--- src/rtl/logip_pkg.sv ---
// Shared definitions for the logic-analyser command path: SUMP opcodes,
// the long-command flag position and the framer state type.
package logip_pkg;

   localparam logic [7:0] OPC_RESET = 8'h00;
   localparam logic [7:0] OPC_ARM   = 8'h01;
   localparam logic [7:0] OPC_ID    = 8'h02;
   localparam logic [7:0] OPC_XON   = 8'h11;
   localparam logic [7:0] OPC_XOFF  = 8'h13;

   localparam int LONG_BIT = 7;

   typedef enum logic [0:0] {
      FR_IDLE = 1'b0,
      FR_ARGS = 1'b1
   } framer_state_e;

endpackage

--- src/rtl/cmd_framer.sv ---
// Assembles UART bytes into SUMP short/long commands, strobes exec_o per
// completed command and drops stale partial long commands after a timeout.
module cmd_framer
   import logip_pkg::*;
#(
   parameter int TIMEOUT = 1_000_000
)
(
   input  logic        clk_i,
   input  logic        rst_i,
   input  logic [7:0]  rx_dat_i,
   input  logic        rx_stb_i,
   output logic [7:0]  opc_o,
   output logic [31:0] cmd_o,
   output logic        exec_o,
   output logic        busy_o,
   output logic        err_o
);

   framer_state_e state_q, state_d;
   logic [7:0]    opc_q, opc_d;
   logic [31:0]   cmd_q, cmd_d;
   logic          exec_q, exec_d;
   logic          err_q, err_d;
   logic [7:0]    arg_opc_q, arg_opc_d;
   logic [31:0]   shift_q, shift_d;
   logic [1:0]    bcnt_q, bcnt_d;
   logic          tmo_hit_s;

   // Inter-byte timeout; the expiry fires on the cycle the count would reach TIMEOUT
   generate
      if (TIMEOUT > 0) begin : g_tmo
         localparam int TW = $clog2(TIMEOUT + 1);
         localparam logic [TW-1:0] TMO_LAST = TW'(TIMEOUT - 1);
         localparam logic [TW-1:0] TMO_MAX  = TW'(TIMEOUT);
         logic [TW-1:0] tmo_q, tmo_d;

         // Timeout counter next-state
         always_comb begin
            tmo_d = tmo_q;
            if ((state_q == FR_ARGS) && !rx_stb_i) begin
               if (tmo_q == TMO_MAX) begin
                  tmo_d = tmo_q;
               end else begin
                  tmo_d = tmo_q + TW'(1);
               end
            end else begin
               tmo_d = '0;
            end
         end

         // Timeout counter register
         always_ff @(posedge clk_i or posedge rst_i) begin
            if (rst_i) begin
               tmo_q <= '0;
            end else begin
               tmo_q <= tmo_d;
            end
         end

         assign tmo_hit_s = (state_q == FR_ARGS) && !rx_stb_i && (tmo_q == TMO_LAST);
      end else begin : g_no_tmo
         assign tmo_hit_s = 1'b0;
      end
   endgenerate

   // State register
   always_ff @(posedge clk_i or posedge rst_i) begin
      if (rst_i) begin
         state_q <= FR_IDLE;
      end else begin
         state_q <= state_d;
      end
   end

   // Next-state logic
   always_comb begin
      state_d = state_q;
      case (state_q)
         FR_IDLE: begin
            if (rx_stb_i && rx_dat_i[LONG_BIT]) begin
               state_d = FR_ARGS;
            end else begin
               state_d = FR_IDLE;
            end
         end
         FR_ARGS: begin
            if (rx_stb_i && (bcnt_q == 2'd3)) begin
               state_d = FR_IDLE;
            end else if (tmo_hit_s) begin
               state_d = FR_IDLE;
            end else begin
               state_d = FR_ARGS;
            end
         end
         default: state_d = FR_IDLE;
      endcase
   end

   // Output and argument datapath next-state
   always_comb begin
      opc_d     = opc_q;
      cmd_d     = cmd_q;
      exec_d    = 1'b0;
      err_d     = 1'b0;
      arg_opc_d = arg_opc_q;
      shift_d   = shift_q;
      bcnt_d    = bcnt_q;
      case (state_q)
         FR_IDLE: begin
            if (rx_stb_i && !rx_dat_i[LONG_BIT]) begin
               opc_d  = rx_dat_i;
               cmd_d  = 32'h0000_0000;
               exec_d = 1'b1;
            end else if (rx_stb_i) begin
               arg_opc_d = rx_dat_i;
               shift_d   = 32'h0000_0000;
               bcnt_d    = 2'd0;
            end else begin
               bcnt_d = bcnt_q;
            end
         end
         FR_ARGS: begin
            if (rx_stb_i) begin
               // Argument bytes arrive little-endian
               case (bcnt_q)
                  2'd0:    shift_d[7:0]   = rx_dat_i;
                  2'd1:    shift_d[15:8]  = rx_dat_i;
                  2'd2:    shift_d[23:16] = rx_dat_i;
                  2'd3:    shift_d[31:24] = rx_dat_i;
                  default: shift_d        = shift_q;
               endcase
               bcnt_d = bcnt_q + 2'd1;
               if (bcnt_q == 2'd3) begin
                  opc_d  = arg_opc_q;
                  cmd_d  = {rx_dat_i, shift_q[23:0]};
                  exec_d = 1'b1;
               end else begin
                  exec_d = 1'b0;
               end
            end else if (tmo_hit_s) begin
               err_d = 1'b1;
            end else begin
               err_d = 1'b0;
            end
         end
         default: begin
            exec_d = 1'b0;
         end
      endcase
   end

   // Output and argument datapath registers
   always_ff @(posedge clk_i or posedge rst_i) begin
      if (rst_i) begin
         opc_q     <= 8'h00;
         cmd_q     <= 32'h0000_0000;
         exec_q    <= 1'b0;
         err_q     <= 1'b0;
         arg_opc_q <= 8'h00;
         shift_q   <= 32'h0000_0000;
         bcnt_q    <= 2'd0;
      end else begin
         opc_q     <= opc_d;
         cmd_q     <= cmd_d;
         exec_q    <= exec_d;
         err_q     <= err_d;
         arg_opc_q <= arg_opc_d;
         shift_q   <= shift_d;
         bcnt_q    <= bcnt_d;
      end
   end

   assign opc_o  = opc_q;
   assign cmd_o  = cmd_q;
   assign exec_o = exec_q;
   assign err_o  = err_q;
   assign busy_o = (state_q == FR_ARGS);

endmodule

--- config.mk ---
export PLATFORM = sky130hd
export DESIGN_NAME = cmd_framer
export DESIGN_NICKNAME = d
export VERILOG_FILES = /design/src/rtl/logip_pkg.sv /design/src/rtl/cmd_framer.sv
export SDC_FILE = /design/constraint.sdc
export NUM_CORES = 1
export LEC_CHECK = 0
export BUFFER_PORTS_ARGS = -buffer_cell sky130_fd_sc_hd__buf_2
export CORE_AREA = 2 2 86 88
export DETAILED_ROUTE_END_ITERATION = 12
export DIE_AREA = 0 0 88 90
export PLACE_DENSITY = 0.84
export SYNTH_ARGS = -nofsm -noshare
export SYNTH_HDL_FRONTEND = slang
export SYNTH_SLANG_ARGS = --single-unit
--- constraint.sdc ---
create_clock -name clk_i -period 9.17 [get_ports clk_i]
set_input_delay 1.834 -clock clk_i [delete_from_list [all_inputs] [get_ports clk_i]]
set_output_delay 1.834 -clock clk_i [all_outputs]
set_load 0.01 [all_outputs]
==> metrics.yaml <==
floorplan:
  design.core.area_um2: 7020
  die-width_um: 88
  fp.dieArea_um2: 7920
  initial_core_util_pct: 60.7
  rows: 31
  io_pins: 54
  dieHeight_um: 90
sta:
  finalClockSkew_ns: 0.00886
  finalCriticalPeriod_ns: 2.86
  min_period_over_period_pct: 31.2
  slew_viol_final: 0
  fin_hold_ws_ns: 0.481
  setup_viol: 0
  setup_tns_ns: 0
  hold_violations: 0
  fmax_mhz: 349
  tightest_slew_ns: 0.893
  relSlewSlack_pct: 40.5
  rsz0062_at_grt: "false"
yosys:
  synth_ff_type: "dfrtp_1"
  syn_nets: 385
  avgSynthCellArea_um2: 11.6
  yosysWarnings: 0
  ys_seq_area_share_pct: 57.0
  synth.distinct_cells: 38
  netlist_area_um2: 4260
  synth_edf_count: 0
  synthArstFlopShare_pct: 100
  syn_inst: 368
  ys_seq_elements: 97
power_and_ir_drop:
  total_power_mw: 1.43
  power_density_nw_per_um2: 300
  peakVddDrop_mv: 0.113
  leakagePower_nw: 2.30
setup_path:
  required_ns: 9.49
  ff2ff_setup_slack_ns: 7.05
  cp_slowest_cell: "and3_1"
  end_kind: "flop"
  crit_chain: "buf_2 -> and3_1 -> a22o_1"
  arrival_ns: 3.18
  startpoint_type: "input port"
  path_class: "input port to flop"
  worstPathMaxFanout: 24
  cpPeakStageDelay_ns: 0.81
routing:
  firstDrtPassIters: 4
  dr_total_vias: 2980
  ant_nets: 0
  vias_per_cell: 5.74
  wire_per_inst_um: 15.9
  first_iter_violations: 145
  drc: 0
  wl_um: 8230
layout:
  nets: 432
  fin_util_pct: 68.2
  num_antenna_cells: 0
  area_delta_synth_final_pct: 12.3
  drive_gt1_share_pct: 27.1
  stdcell_count: 519
clock_network:
  clockBufferDepth: 2
  cts_tree: "yes"
  clkLatencyLatePin_ns: 0.38
  root_buffer: "clkbuf_8"
  cts.clk_slew.worst_paths_ns: 0.10
  cts-htree-levels: 3
  postCtsHoldBufs: 0
  cts.repair.resized: 0
  cts_setup_buffers: 0
  cts_buffers: 9
  clock_sinks: 97
global_route:
  grt_util_all_layers_pct: 22.6
  grt_start_max_net_pins: 57
  grt_overflow: 0
  antenna_found_initial: 0
  grt_pass1_wl_um: 14000
  grt_pass1_vias: 2930
placed_design:
  place_congestion: 0.809
  dp_cells: 503
  post-dp-hpwl_um: 5600
  portBuffers: 53
hold_path:
  hold_path_class: "flop to flop"
job:
  cap_violations: 0
status:
  status: "complete, no violations"
## metal layers
layer | GRT usage (%) | part of all wire (%) | vias up | wire (um)
met5 | 0 | 0 | - | 0
met4 | 9.87 | 2.4 | 0 | 195
met3 | 4.59 | 4.5 | 21 | 369
met2 | 34.8 | 49 | 70 | 4030
met1 | 31.0 | 44 | 1494 | 3640
li1 | - | - | 1395 | -
## kinds of logic after synthesis
group,after synthesis,synth area share [%]
AOI/OAI and AO/OA,76,12.3
xor gates and xnor gates,8,1.64
adders and majority gates,6,1.76
buffers and inverters,38,3.70
DFF,97,57.0
muxes,40,10.3
and+or+nand+nor,103,13.4
## synthesized netlist by cell type, drive strengths merged (3+ instances only)
master  instances  share of area, %
nor3            6              0.70
nand4           6               1.3
mux2i          10               2.3
buf             5              0.79
inv            18               1.6
nor4            3              0.44
xnor2           6               1.2
nor2b           3              0.44
mux2           30               7.9
and2           13               1.9
a22o           32               6.6
or2             3              0.56
a21oi          10               1.2
nand3b          3              0.53
o21ai          30               3.8
ha              6               1.8
clkbuf         15               1.3
or3             5              0.73
nand2          23               2.0
nor2           15               1.3
dfrtp          97                57
nand2b          5              0.73
nand3          11               1.3
## layout make-up
cell class / count / area (um^2)
well taps: 99 / 124
fillers: 526 / 2240
inverters: 18 / 68.8
multi-input cells: 233 / 1680
clock inverters: 7 / 73.8
repair buffers: 56 / 288
flip-flops and latches: 97 / 2430
clock buffers: 9 / 124
## worst max-delay path: cells and delay by family
kind / cells / cell delay, ns
compound gates: 1 / 0.27
buf+inv: 1 / 0.27
simple gates: 1 / 0.81
## report_power, final
group / internal [mW] / switching [mW]
clock: 0.107 / 0.167
sequential: 0.582 / 0.0946
combinational: 0.234 / 0.248
total: 0.924 / 0.509
## state kept, by name, summed over array words and instances (netlist names), 2 cells and up
register	cells
cmd_o	32
arg_opc_q	8
bcnt_q	2
g_tmo.tmo_q	20
shift_q	24
opc_o	8
## cells in the final DEF (no fill, tap or decap), types with 3 or more instances in the layout
| cell type | count |
|---|---|
| o21ai_2 | 4 |
| nand4_1 | 3 |
| mux2i_1 | 10 |
| inv_1 | 17 |
| mux2_2 | 30 |
| xnor2_1 | 6 |
| nand3b_1 | 3 |
| buf_2 | 53 |
| nor4_1 | 3 |
| nand4_2 | 3 |
| nand2_1 | 23 |
| a22o_1 | 32 |
| o21ai_0 | 24 |
| nor2b_1 | 3 |
| buf_4 | 3 |
| nor3_1 | 6 |
| and2_1 | 13 |
| clkbuf_8 | 9 |
| nand2b_1 | 5 |
| dfrtp_1 | 97 |
| or3_1 | 5 |
| nor2_1 | 15 |
| a21oi_1 | 10 |
| nand3_1 | 11 |
| ha_1 | 6 |
## stage by stage
step	cell area [um^2]	setup slack (ns)
3_3_place_gp	4590	6.00
4_1_cts	4780	6.32
6_report	4780	6.31
2_1_floorplan	4260	4.80
5_1_grt	4780	6.17
3_5_place_dp	4590	5.90
## worst paths after layout
| check | start | end | depth (start not counted) |
|---|---|---|---|
| setup / recovery | rx_stb_i | cmd_o[22]$_DFFE_PP0P_ | 3 |
| hold / removal | arg_opc_q[7]$_DFFE_PP0P_ | arg_opc_q[7]$_DFFE_PP0P_ | 1 |
| setup reg to reg | bcnt_q[0]$_DFFE_PP0P_ | opc_o[4]$_DFFE_PP0P_ | 5 |
| hold reg to reg | arg_opc_q[7]$_DFFE_PP0P_ | arg_opc_q[7]$_DFFE_PP0P_ | 1 |
| max in group asynchronous | rst_i | cmd_o[31]$_DFFE_PP0P_ | 3 |
| min in group asynchronous | rst_i | cmd_o[3]$_DFFE_PP0P_ | 2 |
(Power assumes the default switching activity.)
